--- src/rtl/dec2bin_pkg.sv ---
// ============================================================================
// Module   : dec2bin_pkg
// Purpose  : Shared types, constants and width helper for the serial BCD
//            to binary converter.
// Revision : 1.0 - initial release
// ============================================================================
`default_nettype none

package dec2bin_pkg;

  typedef enum logic [0:0] {
    ACCUM = 1'b0,
    DONE  = 1'b1
  } state_e;

  localparam logic [3:0] BCD_MAX   = 4'd9;
  localparam logic [3:0] SIGN_CODE = 4'hD;

  // Smallest width whose unsigned range covers 10^digits - 1, plus an
  // optional sign bit.
  function automatic int min_bin_w(input int digits, input bit signed_en);
    longint unsigned max_val;
    int              w;
    max_val = 64'd1;
    for (int i = 0; i < digits; i++) begin
      max_val = max_val * 64'd10;
    end
    max_val = max_val - 64'd1;
    w = 1;
    for (int i = 1; i < 64; i++) begin
      if ((64'd1 << i) <= max_val) begin
        w = i + 1;
      end
    end
    return signed_en ? w + 1 : w;
  endfunction

endpackage

`default_nettype wire

--- src/rtl/dec2bin_digit_mac.sv ---
// ============================================================================
// Module   : dec2bin_digit_mac
// Purpose  : Combinational acc*10 + digit step; non-decimal codes add zero
//            and are flagged.
// Revision : 1.0 - initial release
// ============================================================================
`default_nettype none

module dec2bin_digit_mac
  import dec2bin_pkg::*;
#(
  parameter int BIN_W = 14
) (
  input  logic [BIN_W-1:0] acc,
  input  logic [3:0]       digit,
  output logic [BIN_W-1:0] sum,
  output logic             illegal
);

  logic [BIN_W-1:0] digit_ext;

  always_comb begin
    illegal   = (digit > BCD_MAX);
    digit_ext = illegal ? '0 : BIN_W'(digit);
    sum       = (acc << 3) + (acc << 1) + digit_ext;
  end

endmodule

`default_nettype wire

--- src/rtl/bcd_serial_to_binary.sv ---
// ============================================================================
// Module   : bcd_serial_to_binary
// Purpose  : Accepts BCD digits MSD-first over a valid/ready handshake and
//            emits the binary value of up to NUM_DIGITS digits.
// Config   : define BCD2BIN_SIGN_EN to treat a leading 4'hD as a minus sign.
// Revision : 1.0 - initial release
// ============================================================================
`default_nettype none

module bcd_serial_to_binary
  import dec2bin_pkg::*;
#(
  parameter int NUM_DIGITS = 4,
  parameter int BIN_W      = 14
) (
  input  logic             clk,
  input  logic             rst,
  input  logic             in_valid,
  output logic             in_ready,
  input  logic [3:0]       in_digit,
  input  logic             in_last,
  output logic             out_valid,
  input  logic             out_ready,
  output logic [BIN_W-1:0] out_binary,
  output logic             out_error
);

`ifdef BCD2BIN_SIGN_EN
  localparam bit SIGN_FEAT = 1'b1;
`else
  localparam bit SIGN_FEAT = 1'b0;
`endif

  localparam int CNT_W = $clog2(NUM_DIGITS + 1);

  generate
    if (NUM_DIGITS < 1 || BIN_W < min_bin_w(NUM_DIGITS, SIGN_FEAT)) begin : g_width_check
      $error("bcd_serial_to_binary: BIN_W too narrow for NUM_DIGITS");
    end
  endgenerate

  state_e           state_q, state_d;
  logic [BIN_W-1:0] acc_q, acc_d;
  logic [CNT_W-1:0] cnt_q, cnt_d;
  logic             err_q, err_d;

  logic [BIN_W-1:0] mac_sum;
  logic             mac_illegal;
  logic             accept;
  logic             sign_hit;
  logic [BIN_W-1:0] final_val;

`ifdef BCD2BIN_SIGN_EN
  logic neg_q, neg_d;
`endif

  dec2bin_digit_mac #(
    .BIN_W (BIN_W)
  ) u_mac (
    .acc     (acc_q),
    .digit   (in_digit),
    .sum     (mac_sum),
    .illegal (mac_illegal)
  );

  assign in_ready   = (state_q == ACCUM);
  assign out_valid  = (state_q == DONE);
  assign out_binary = acc_q;
  assign out_error  = err_q;
  assign accept     = in_valid && in_ready;

`ifdef BCD2BIN_SIGN_EN
  // Only the very first nibble of a number may be a sign.
  assign sign_hit  = (in_digit == SIGN_CODE) && (cnt_q == '0) && !neg_q;
  assign final_val = neg_q ? ('0 - mac_sum) : mac_sum;
`else
  assign sign_hit  = 1'b0;
  assign final_val = mac_sum;
`endif

  always_comb begin
    state_d = state_q;
    acc_d   = acc_q;
    cnt_d   = cnt_q;
    err_d   = err_q;
`ifdef BCD2BIN_SIGN_EN
    neg_d   = neg_q;
`endif
    case (state_q)
      ACCUM: begin
        if (accept) begin
          if (sign_hit) begin
`ifdef BCD2BIN_SIGN_EN
            neg_d = 1'b1;
`endif
            if (in_last) begin
              state_d = DONE;
            end
          end else begin
            acc_d = mac_sum;
            err_d = err_q | mac_illegal;
            cnt_d = cnt_q + 1'b1;
            // Auto-terminate once the digit budget is used up.
            if (in_last || (cnt_d == CNT_W'(NUM_DIGITS))) begin
              state_d = DONE;
              acc_d   = final_val;
            end
          end
        end
      end
      DONE: begin
        if (out_ready) begin
          state_d = ACCUM;
          acc_d   = '0;
          cnt_d   = '0;
          err_d   = 1'b0;
`ifdef BCD2BIN_SIGN_EN
          neg_d   = 1'b0;
`endif
        end
      end
      default: begin
        state_d = ACCUM;
      end
    endcase
  end

  always_ff @(posedge clk) begin
    if (rst) begin
      state_q <= ACCUM;
      acc_q   <= '0;
      cnt_q   <= '0;
      err_q   <= 1'b0;
`ifdef BCD2BIN_SIGN_EN
      neg_q   <= 1'b0;
`endif
    end else begin
      state_q <= state_d;
      acc_q   <= acc_d;
      cnt_q   <= cnt_d;
      err_q   <= err_d;
`ifdef BCD2BIN_SIGN_EN
      neg_q   <= neg_d;
`endif
    end
  end

endmodule

`default_nettype wire
--- config.mk ---
export PLATFORM = sky130hd
export DESIGN_NAME = bcd_serial_to_binary
export DESIGN_NICKNAME = d
export VERILOG_FILES = /design/src/rtl/dec2bin_pkg.sv /design/src/rtl/dec2bin_digit_mac.sv /design/src/rtl/bcd_serial_to_binary.sv
export SDC_FILE = /design/constraint.sdc
export NUM_CORES = 1
export LEC_CHECK = 0
export CAP_MARGIN = 20
export CORE_ASPECT_RATIO = 0.6
export CORE_UTILIZATION = 50
export CTS_CLUSTER_DIAMETER = 80
export DETAILED_ROUTE_END_ITERATION = 8
export PLACE_DENSITY_LB_ADDON = 0.05
export SLEW_MARGIN = 15
export SYNTH_ARGS = -nofsm -noshare
export SYNTH_HDL_FRONTEND = slang
export SYNTH_SLANG_ARGS = --single-unit
--- constraint.sdc ---
create_clock -name clk -period 9.8 [get_ports clk]
set_clock_uncertainty 0.15 [all_clocks]
set_input_delay 2.94 -clock clk [delete_from_list [all_inputs] [get_ports clk]]
set_output_delay 2.94 -clock clk [all_outputs]
set_load 0.1 [all_outputs]
Word level (Yosys, flattened, before mapping):

Index checks and enable logic that the tools add are counted.

* register bits after elaboration: 19
* logic and storage cells: 30

* $add $sub $neg: 3
* order comparisons: 1
* equal/unequal tests: 3
* multiplexer cells: 14
* bitwise gates (word level): 2
* reduce and logical (&&, ||, !) cells: 3

Operator list (number)
* 14-bit adder: 2
* 14-bit two-way mux: 2
* 14-bit case mux with 2 select lines: 1
* 3-bit two-way mux: 2
* 3-bit case mux with 2 select lines: 1
* 1-bit two-way mux: 5
* 4-bit greater-than comparator, second input constant: 1
* 4-bit two-way mux: 1
* 1-bit case mux with 2 select lines: 2
* 3-bit by 1-bit adder with 3-bit output, second input constant: 1
* 3-bit equality test, second input constant: 1
* 2-bit by 1-bit inequality test with 1-bit output, second input constant: 1
* 2-bit inequality test, second input constant: 1
* 2-bit AND reduction: 1
* 1-bit logical AND: 1
* 1-bit logical OR: 1
* 1-bit inverter: 1
* 1-bit OR: 1

Depth between registers and ports, before layout:

Gate-level depths: netlist of the first run.

* word-level depth: 6
* depth in mapped cells: 10

Modules after synthesis:

From an unflattened synthesis of the first run, not the netlist that was laid out.

* cells, all modules: 152
* area, all modules: 1435.1 um^2

Modules (own cells, without submodules)
* bcd_serial_to_binary: times used 1, cells an instance 70, area each 718.2 um^2, sequential area each 380.4 um^2
* dec2bin_digit_mac: times used 1, cells an instance 82, area each 716.9 um^2, sequential area each 0.0 um^2

Worst setup path before layout of the first run:

Ideal clock, no wire load.

* path kind: input -> register
* from: in in_digit[2]
* to: reg acc_q[10] (netlist: out_binary[10])
* library setup time: 120 ps
* data arrival time: 4900 ps
* data required time: 9530 ps
* path slack: 4630 ps
* cell stages on the path: 10
* path through: nor2_1 -> nand2_1 -> fa_1 -> inv_1 -> fa_1 -> a21o_1 -> a221oi_2 -> o21bai_1 -> xnor2_1 -> o21ai_1

* cells in the longest elaborated chain, start to end: 5

RTL lines
* start, declared: RTL line bcd_serial_to_binary.sv:20 `input logic [3:0] in_digit,`
* 4-bit greater-than comparator: RTL line dec2bin_digit_mac.sv:23 `illegal = (digit > BCD_MAX);`
* 4-bit two-way mux *: RTL line dec2bin_digit_mac.sv:24 `digit_ext = illegal ? '0 : BIN_W'(digit);`
* 14-bit adder *: RTL line dec2bin_digit_mac.sv:25 `sum = (acc << 3) + (acc << 1) + digit_ext;`
* 14-bit two-way mux *: RTL line bcd_serial_to_binary.sv:91 `if (accept) begin`
* 14-bit case mux with 2 select lines *: RTL line bcd_serial_to_binary.sv:89 `case (state_q)`
* end signal, assigned: RTL line bcd_serial_to_binary.sv:131 `acc_q <= '0;`
* end signal, assigned: RTL line bcd_serial_to_binary.sv:139 `acc_q <= acc_d;`
* end, declared: RTL line bcd_serial_to_binary.sv:43 `logic [BIN_W-1:0] acc_q, acc_d;`

Every way passes the cells marked *; elsewhere a longest branch is shown, timed or not. The select of a mux whose other input is x is not followed.
A chain may end at the register's enable or synchronous reset.

Worst setup path in the final report of the first run:

Same ends and word-level chain as after synthesis.

==> impl_results.md, run 1 <==
- Outcome: completed
- IO Count: 26
- Ratio of cells with drive above 1 in the final layout: under 10%
- Reg2reg end: out_binary[10]
- Starting Density: 53.67%
- Syn Inst Count: 155
- #FFs+latches synth: 19
- Vias in the first global route: 1062
- Post-Syn Area: between 1000 and 1500 um^2
- CTS clock-pin slew for the worst setup and hold paths: 0.07 ns
- CP arrival: 5.50 ns
- Synth unique cells: 32
- Total gr overflow: 0
- Top post-synthesis cells by count: 24 x ha_1, 19 x dfxtp_1, 19 x nor2_1, 11 x a21oi_1, 11 x nand2_1
- Sequential power share: approximately two fifths
- First DRT Iteration DRCs: 37
- Total GRT Usage: 22.94%
- Mean Syn Cell Area: a little under 9 um^2
- Drt wl/cell: 14.43 um
- Post-cts gate resize count: 0
- Unrepaired setup endpoints after global routing: false
- CP Launch Type: primary input
- Sw frac: a little under two fifths
- Post-route ant nets: 0
- Buffers on Ports: 25
- Largest net degree at the start of global routing: 16
- Post-CTS Hold Fix Bufs: 0
- DRC Markers: 0
- Post-synth top area cell: dfxtp_1
- Tcrit/Tclk final: roughly 56%
- H-Tree Depth: 1
- Max Freq: roughly 180 MHz
- Main flop type after synthesis: dfxtp_1
- Postcts setup bufs: 0
- # setup viols final: 0
- Seq/Total Area, Yosys: about 28%
- Initial antenna violation count: 0
- Max-cap viol count: 0
- Asr flop ratio synth: 0%
- Slew Limit Headroom: ~34%
- Compound-Gate Fraction of Synth Area: between 20 and 25%
- Worst reg2reg setup slack: between 7 and 8 ns
- Top-count cell post-synth: ha_1
- Synth Area in Adders: about a quarter
- Slew Limit Fails: 0
- Switch Pwr: ~0.000075 W
- Post-synth EDFFs: 0
- WS Path Type: primary input to flop
- Final Hold Vio Count: 0
- Largest family of logic cells by synthesized area: adder cells
- Simple-Gate Fraction of Synth Area: ~14%
- Clock Latency Late Sink: about 0.26 ns
- Maximum vdd drop: around 0.070 mV
- Clk buf depth: 2
- Nets: 217
- Clock power frac: roughly 27%
- CTS root buffer: clkbuf_8
- Fillers: 213
- CTS Sinks: 19
- Min Tclk post-route: roughly 5.5 ns
- Routed vias: approximately 1200
- Die ar.: 2966 um^2
- CTS buffer count: 3
- Pwr/cell area: roughly 120 nW/um^2
- Post-synthesis mux area share: 0%
- Detail Placement HPWL: between 2000 and 2500 um
- Final GP Congestion: about 0.91
- Crit path max fanout: 3
- DR vias/cell: 5.526
- Yosys warnings: 0
- Chip width: 69.64 um
- Worst reg2reg path startpoint: out_binary[0]
- Worst setup path endpoint: out_binary[10]
- CP endpoint kind: flop
- Core Region: between 2000 and 3000 um^2
- Setup crit start: in_digit[2]
- Area of the multi-input gates: 949.7 um^2
- CTS tree: yes
- Worst-Margin Slew: 0.9841 ns
- Synth area leaders: dfxtp_1 28%, ha_1 22%, nor2_1 5.2%
- Register Area: roughly 380 um^2
- Worst EP required: a little under 10 ns
- P&R area growth vs syn: 23.61%
- Std-Cell Rows: 14
- Comb power frac: just over 30%
- Top cell type's share of synthesized area: between 20 and 30%
- Synth Area in XOR/XNOR: roughly 7.7%
- TNS Setup: 0 ns
- DRT Pass-1 Iters: 4
- Internal power: about 0.00013 W
- Pleak: 0.8088 nW
- Antenna cells: 0
- Total Wirelength: 3074 um
- Tot Pwr: ~0.00020 W
- First-pass GRT wire length: about 5200 um
- R2R depth: 9
- Tightest Hold Check Type: flop to flop
- Die outline height: ~43 um
- Mapped Nets: 190
critical path: stages:
cell             delay, ns
clkdlybuf4s50_1       0.43
nor2_1                0.11
nand2_1               0.07
fa_1                  0.49
inv_1                 0.07
fa_1                  0.45
a21o_1                0.23
a221oi_2              0.35
o21bai_1              0.14
xnor2_1               0.15
o21ai_1               0.07
state kept, by name, indices dropped and copies added (netlist names):
name	count
cnt_q	3
out_binary	14
out_error	1
out_valid	1
worst min path at each step:
| stage | slack (ns) | start | endpoint | cells past startpoint |
|---|---|---|---|---|
| 2_1_floorplan | 0.31 | cnt_q[2] | cnt_q[2] | 2 |
| 3_3_place_gp | 0.29 | out_binary[13] | out_binary[13] | 2 |
| 3_5_place_dp | 0.29 | out_binary[13] | out_binary[13] | 2 |
| 4_1_cts | 0.31 | out_binary[13] | out_binary[13] | 2 |
| 5_1_grt | 0.36 | out_binary[12] | out_binary[12] | 2 |
| 6_report | 0.30 | out_binary[13] | out_binary[13] | 2 |
routing by layer:
metal | global-route usage (%) | part of all wire [%]
met5 | 0 | 0
met3 | 5.529 | 4.9
met1 | 35.64 | 56
met2 | 31.46 | 38
met4 | 4.800 | 0.75
layout make-up:
class / instances / share of cell area, %
multi-input combinational: 125 / 55.97
sequential: 19 / 22.42
timing repair buffer: 25 / 14.75
clock buffer: 3 / 2.434
tap: 32 / 2.360
inverter: 8 / 1.770
clock inverter: 1 / 0.2950
cells by family after synthesis:
logic type / after synthesis
AOI/OAI and AO/OA: 44
buffers and inverters: 11
adders and majority gates: 26
and+or+nand+nor: 43
DFF: 19
xor gates and xnor gates: 12
power by group through the flow:
stage | clock network (W) | logic (W) | registers (W)
after floorplan | 0 | 0.0000259 | 0.000107
after global placement | 0 | 0.0000624 | 0.0000866
after detailed placement | 0 | 0.0000632 | 0.0000867
after CTS | 0.0000569 | 0.0000637 | 0.0000849
after global routing | 0.0000610 | 0.0000681 | 0.0000857
final | 0.0000554 | 0.0000638 | 0.0000850
stage by stage:
step                cells  worst slack, ns  area, um^2  utilization (%)  hold WS (ns)
floorplan             155            4.630        1373                -        0.3129
global placement      209            4.094        1650            64.53        0.2895
finish                213            4.302        1697            66.34        0.3049
CTS                   213            4.306        1697            66.34        0.3072
detailed placement    209            4.028        1650            64.53        0.2911
global route          213            4.165        1697            66.34        0.3553
cells in the final DEF (no fill, tap or decap), drive strengths merged, types with 3 or more instances in the layout:
cell type      netlist  routed
a21oi               11      11
o211ai               3       3
clkbuf               2       3
nor2b                4       4
nand2               11      11
inv                  8       8
ha                  24      24
a22oi                8       8
clkdlybuf4s50        0      25
nand3                3       3
xor2                 8       8
o21ai                8       8
a21o                 3       3
dfxtp               19      19
xnor2                4       4
and3                 4       4
nor2                19      19
No activity file was read; power rests on OpenSTA's default activity.
==> run 2, diff against run 1 <==
==> constraint.sdc (replaced) <==
create_clock -name clk -period 5.3 [get_ports clk]
set_clock_uncertainty 0.15 [all_clocks]
set_input_delay 1.59 -clock clk [delete_from_list [all_inputs] [get_ports clk]]
set_output_delay 1.59 -clock clk [all_outputs]
set_load 0.1 [all_outputs]
==> results of run 2 <==
The final DEF is identical to that of run 1. Status: completed.
Among the figures that moved: setup slack after placement 4.028 ns -> 0.8783 ns; setup slack after layout 4.302 ns -> 1.152 ns; register-to-register setup slack 7.06 ns -> 2.56 ns; total power 0.0002041 W -> 0.0003774 W; worst IR drop on VDD 0.06998 mV -> 0.1294 mV
